--- src/rtl/hazard_tracker.sv ---
// hazard_tracker: stall and bypass control for a five-stage MIPS-style pipeline.
// The E, M and W stages are tracked only by the register they will write and
// the number of cycles until that result exists (Tnew). The D stage gives, for
// each source register, the cycle in which the value is first needed (Tuse).
// A hazard that no bypass can cover holds D and puts a bubble into E. Every
// other match is handled by one of the bypass selects.
module hazard_tracker (
  input  logic       clk,
  input  logic       reset,
  input  logic [4:0] A1D,
  input  logic [4:0] A2D,
  input  logic [4:0] A3D,
  input  logic [1:0] resOpD,
  input  logic       Tuse_rs0,
  input  logic       Tuse_rs1,
  input  logic       Tuse_rt0,
  input  logic       Tuse_rt1,
  input  logic       Tuse_rt2,
  output logic       stall,
  output logic       flushE,
  output logic [1:0] fwdRsD,
  output logic [1:0] fwdRtD,
  output logic [1:0] fwdRsE,
  output logic [1:0] fwdRtE,
  output logic       fwdRtM
);

  localparam logic [1:0] RES_NW  = 2'd0;
  localparam logic [1:0] RES_ALU = 2'd1;
  localparam logic [1:0] RES_DM  = 2'd2;
  localparam logic [1:0] RES_PC  = 2'd3;

  // Stage records
  logic [4:0] a1_e, a2_e, a3_e;
  logic [1:0] tnew_e;
  logic [4:0] a2_m, a3_m;
  logic [1:0] tnew_m;
  logic [4:0] a3_w;

  logic [1:0] tnew_d;
  logic [4:0] a3_d;
  logic       use_rs, use_rt;
  logic [1:0] tuse_rs, tuse_rt;
  logic       stall_rs, stall_rt, stall_raw;
  logic [1:0] fwd_rs_d, fwd_rt_d, fwd_rs_e, fwd_rt_e;
  logic       fwd_rt_m;

  // Derive the Tnew and destination that the D instruction carries into E
  always_comb begin
    tnew_d = 2'd0;
    a3_d   = A3D;
    case (resOpD)
      RES_ALU: tnew_d = 2'd1;
      RES_DM:  tnew_d = 2'd2;
      RES_PC:  tnew_d = 2'd0;
      RES_NW:  a3_d   = 5'd0;
      default: tnew_d = 2'd0;
    endcase
  end

  // Decode the one-hot-ish Tuse inputs; the earliest need wins
  always_comb begin
    use_rs  = Tuse_rs0 | Tuse_rs1;
    tuse_rs = Tuse_rs0 ? 2'd0 : 2'd1;
    use_rt  = Tuse_rt0 | Tuse_rt1 | Tuse_rt2;
    tuse_rt = Tuse_rt0 ? 2'd0 : (Tuse_rt1 ? 2'd1 : 2'd2);
  end

  // Stall when a producer in E or M cannot deliver before the consumer needs it
  always_comb begin
    stall_rs = use_rs && (A1D != 5'd0) &&
               (((A1D == a3_e) && (tuse_rs < tnew_e)) ||
                ((A1D == a3_m) && (tuse_rs < tnew_m)));
    stall_rt = use_rt && (A2D != 5'd0) &&
               (((A2D == a3_e) && (tuse_rt < tnew_e)) ||
                ((A2D == a3_m) && (tuse_rt < tnew_m)));
    stall_raw = stall_rs | stall_rt;
  end

  // Bypass selects; a nearer stage always beats a farther one
  always_comb begin
    fwd_rs_d = 2'b00;
    if ((A1D != 5'd0) && (A1D == a3_e) && (tnew_e == 2'd0))      fwd_rs_d = 2'b01;
    else if ((A1D != 5'd0) && (A1D == a3_m) && (tnew_m == 2'd0)) fwd_rs_d = 2'b10;

    fwd_rt_d = 2'b00;
    if ((A2D != 5'd0) && (A2D == a3_e) && (tnew_e == 2'd0))      fwd_rt_d = 2'b01;
    else if ((A2D != 5'd0) && (A2D == a3_m) && (tnew_m == 2'd0)) fwd_rt_d = 2'b10;

    fwd_rs_e = 2'b00;
    if ((a1_e != 5'd0) && (a1_e == a3_m) && (tnew_m == 2'd0)) fwd_rs_e = 2'b01;
    else if ((a1_e != 5'd0) && (a1_e == a3_w))                fwd_rs_e = 2'b10;

    fwd_rt_e = 2'b00;
    if ((a2_e != 5'd0) && (a2_e == a3_m) && (tnew_m == 2'd0)) fwd_rt_e = 2'b01;
    else if ((a2_e != 5'd0) && (a2_e == a3_w))                fwd_rt_e = 2'b10;

    fwd_rt_m = (a2_m != 5'd0) && (a2_m == a3_w);
  end

  // Outputs read zero while reset is held, even before the first reset edge
  always_comb begin
    stall  = stall_raw & ~reset;
    flushE = stall_raw & ~reset;
    fwdRsD = reset ? 2'b00 : fwd_rs_d;
    fwdRtD = reset ? 2'b00 : fwd_rt_d;
    fwdRsE = reset ? 2'b00 : fwd_rs_e;
    fwdRtE = reset ? 2'b00 : fwd_rt_e;
    fwdRtM = fwd_rt_m & ~reset;
  end

  // Advance the stage records; a stall turns E into a bubble
  always_ff @(posedge clk) begin
    if (reset) begin
      a1_e   <= 5'd0;
      a2_e   <= 5'd0;
      a3_e   <= 5'd0;
      tnew_e <= 2'd0;
      a2_m   <= 5'd0;
      a3_m   <= 5'd0;
      tnew_m <= 2'd0;
      a3_w   <= 5'd0;
    end else begin
      if (stall_raw) begin
        a1_e   <= 5'd0;
        a2_e   <= 5'd0;
        a3_e   <= 5'd0;
        tnew_e <= 2'd0;
      end else begin
        a1_e   <= A1D;
        a2_e   <= A2D;
        a3_e   <= a3_d;
        tnew_e <= tnew_d;
      end
      a2_m   <= a2_e;
      a3_m   <= a3_e;
      tnew_m <= (tnew_e != 2'd0) ? tnew_e - 2'd1 : 2'd0;
      a3_w   <= a3_m;
    end
  end

endmodule

--- config.mk ---
export PLATFORM = sky130hd
export DESIGN_NAME = hazard_tracker
export DESIGN_NICKNAME = d
export VERILOG_FILES = /design/src/rtl/hazard_tracker.sv
export SDC_FILE = /design/constraint.sdc
export NUM_CORES = 1
export LEC_CHECK = 0
export ABC_AREA = 1
export CAP_MARGIN = 30
export CORE_ASPECT_RATIO = 1.1
export CORE_MARGIN = 2
export CORE_UTILIZATION = 34
export DETAILED_ROUTE_END_ITERATION = 7
export HOLD_SLACK_MARGIN = 0.1
export PLACE_DENSITY = 0.53
export SLEW_MARGIN = 10
export SYNTH_ARGS = -nofsm -noshare
export SYNTH_HDL_FRONTEND = slang
export SYNTH_SLANG_ARGS = --single-unit
--- constraint.sdc ---
create_clock -name clk -period 2.8 [get_ports clk]
set_input_delay 0.42 -clock clk [delete_from_list [all_inputs] [get_ports clk]]
set_output_delay 0.42 -clock clk [all_outputs]
set_load 0.01 [all_outputs]
==> impl_metrics.py <==
metrics = {
    "outcome": {
        "status": "complete, no violations",
    },
    "setup_path": {
        "reg2regPathDepth": 10,
        "rr_startpoint": "a3_m[1]",
        "worst_setup_path_end_kind": "output pin",
        "critPathMaxStageDelay_ns": 0.58,
        "crit_chain": "clkdlybuf4s50_1, inv_1, nand2_1, nand2_1, nor2_1, nand3_1, nor4_2, clkdlybuf4s50_1",
        "critPathMaxFanout": 5,
        "critPathArrivalTime_ns": 2.19,
        "worst_ep_required_time_ns": 2.38,
        "crit_path_start_kind": "input port",
        "crit_cells": 8,
        "crit_type": "input port to output pin",
        "reg2reg_to": "a1_e[3]",
        "slowest_stage": "clkdlybuf4s50_1",
        "critPathBufInv": 3,
        "reg2reg_slack_ns": 1.15,
        "critPathTopFamily": "buffers and inverters",
    },
    "floorplanning": {
        "dieArea_um2": 5960,
        "core_area_um2": 5100,
        "fp.dieH_um": 80.8,
        "ios": 35,
        "die_w_um": 73.8,
        "rows": 27,
        "start_util": 0.357,
    },
    "worst_hold_path": {
        "min_from": "tnew_e[0]",
        "hold_path_class": "register to register",
        "hold_path_end": "tnew_m[0]",
        "hold_path_depth": 1,
    },
    "placed_design": {
        "gp_congestion": 0.813,
        "place.port_buffers": 34,
        "dpl_worst_slack_ns": 0.00855,
        "place_area_um2": 2250,
        "hpwl_mm": 3.94,
    },
    "clock_tree": {
        "cts_resized": 0,
        "htreeDepth": 2,
        "clock_latency_ns": 0.29,
        "clockRootBuffer": "clkbuf_8",
        "numCtsBuffers": 5,
        "cts.sinks": 34,
        "clkTransAtPathRegs_ns": 0.07,
        "cts_setup_buffers": 0,
        "cts_tree": "built",
        "cts_hold_buf": 0,
        "clockBufferDepth": 2,
    },
    "synth": {
        "syn_nets": 301,
        "synth_top_cell_area_share": 0.374,
        "synth_compound_area_frac": 0.0989,
        "synth_adder_area_share": 0.00687,
        "synthXorXnorAreaFrac": 0.0625,
        "ys_types": 30,
        "synth_area_leader_cell": "dfxtp_1",
        "synthSimpleGateAreaFrac": 0.336,
        "syn_area_um2": 1820,
        "avgSynthCellArea_um2": 6.60,
        "syn_inst": 276,
        "synth_top_family_by_area": "simple AND/OR/NAND/NOR gates",
        "synthTopCellsByArea": "dfxtp_1 (37%), nand2_1 (12%), nor2_1 (11%)",
        "synth.area.mux_share": 0,
        "yosysSeqAreaShare": 0.374,
        "yosys_register_bits": 34,
        "yosysWarningCount": 0,
    },
    "drt": {
        "wirelength_mm": 4.84,
        "first_pass_iters": 4,
        "vias": 1786,
        "antenna_left": 0,
        "wl_per_cell_um": 12.4,
        "drc": 0,
        "drt_iter0_drc": 101,
        "viasPerCell": 4.59,
    },
    "grt": {
        "grt_pass1_wl_mm": 7.94,
        "grt_antenna_before_repair": 0,
        "grtUsageTotal": 0.176,
        "grt_max_degree": 13,
        "grt-ovfl-total": 0,
        "grt_pass1_vias": 1633,
    },
    "cells_and_area": {
        "drive_gt1_frac": 0.0757,
        "regArea_um2": 681,
        "area_growth_pct": 29.5,
        "nets": 341,
        "finalInstanceArea_um2": 2360,
        "fillCellCount": 552,
        "antenna_cells": 0,
        "multi_input_area_um2": 925,
    },
    "flow_run": {
        "drv_cap": 0,
    },
    "timing": {
        "finalSetupViolations": 0,
        "slew_violations": 0,
        "rsz0062_at_grt": "false",
        "post-route-worst-setup-slack_ns": 0.187,
        "final_hold_viol_count": 0,
        "fmax_mhz": 383,
        "slew_headroom": 0.719,
        "finalCriticalPeriod_ns": 2.61,
        "fin_setup_tns_ns": 0,
        "finalCritPeriodShare": 0.933,
        "fin_skew_ns": 0.00940,
        "worstMarginPinSlew_ns": 0.421,
    },
    "power_and_ir_drop": {
        "powerDensity_nw_per_um2": 470,
        "p_leak_nw": 1.09,
        "ir_drop_uv": 285,
    },
}
-- cell families (layout without fill, tap and decap cells) --
logic type	after synthesis	after routing
buf+inv	56	97
simple gates	144	144
flops	34	34
compound gates	28	28
xor+xnor	13	13
fa+ha+maj	1	1
-- cells in the final DEF (no fill, tap or decap), drive strengths merged --
cell type	Yosys	routed
buf	2	4
a211oi	3	3
o21ai	7	7
nor4	1	1
xnor2	10	10
nor3	8	8
nand3	13	13
clkinv	1	2
or2	1	1
nor3b	1	1
nand3b	1	1
dfxtp	34	34
xor2	3	3
nor2	55	55
clkinvlp	0	1
a21oi	6	6
o22ai	4	4
inv	50	50
nand4	7	7
ha	1	1
o2111ai	5	5
clkdlybuf4s50	0	32
dlymetal6s2s	0	2
clkbuf	3	6
nand2	57	57
o21bai	1	1
o311ai	1	1
a21o	1	1
-- metal layers --
layer / GRT usage / share of wire
met1: 0.233 / 0.47
met2: 0.289 / 0.48
met3: 0.0385 / 0.041
met4: 0.0436 / 0.0060
met5: 0 / 0
-- sequential cells by signal, summed over array words and instances (netlist names) --
signal,count
a3_m,5
a1_e,5
a2_m,5
a2_e,5
tnew_m,2
a3_w,5
a3_e,5
tnew_e,2
-- synthesized netlist by cell type --
| master | count |
|---|---|
| buf_4 | 1 |
| nor3_1 | 8 |
| inv_1 | 46 |
| o21ai_0 | 7 |
| or2_2 | 1 |
| nand2_1 | 56 |
| nand3_2 | 1 |
| inv_2 | 4 |
| a211oi_1 | 3 |
| o311ai_0 | 1 |
| o22ai_1 | 4 |
| nor2_2 | 3 |
| o21bai_1 | 1 |
| buf_6 | 1 |
| nand2_2 | 1 |
| nor3b_1 | 1 |
| nand3b_1 | 1 |
| dfxtp_1 | 34 |
| nor4_1 | 1 |
| a21oi_1 | 6 |
| xor2_1 | 3 |
| nor2_1 | 52 |
| o2111ai_1 | 5 |
| clkbuf_1 | 3 |
| ha_1 | 1 |
| nand4_1 | 7 |
| clkinv_2 | 1 |
| xnor2_1 | 10 |
| nand3_1 | 12 |
| a21o_1 | 1 |
-- cell type report --
cell class / count / share of cell area
clock buffers: 6 / 0.0350
clock inverters: 2 / 0.00531
inverters: 51 / 0.0817
multi-input cells: 186 / 0.392
flip-flops and latches: 34 / 0.289
well taps: 72 / 0.0382
repair buffers: 38 / 0.159
-- power breakdown --
part | switching (mW) | internal (mW) | leakage, nW
combinational | 0.102 | 0.0945 | 0.766
sequential | 0.0236 | 0.506 | 0.280
clock | 0.184 | 0.198 | 0.0472
-- worst max-delay path by stage --
stage	startpoint	to	slack, ns
3_3_place_gp	A2D[4]	flushE	0.002
2_1_floorplan	A2D[2]	stall	1.02
4_1_cts	A2D[4]	stall	0.007
3_5_place_dp	A2D[4]	stall	0.009
5_1_grt	A1D[0]	fwdRsD[0]	0.01
6_report	A1D[0]	fwdRsD[0]	0.19
-- metrics by stage --
stage	util	instances	total power, mW	hold slack, ns
after floorplan	-	276	0.653	0.426
after global placement	0.442	381	0.738	0.458
after detailed placement	0.442	381	0.737	0.456
after CTS	0.460	389	1.12	0.463
after global routing	0.462	389	1.17	0.495
final	0.462	389	1.11	0.475
Power figures use the tool's default switching activity.
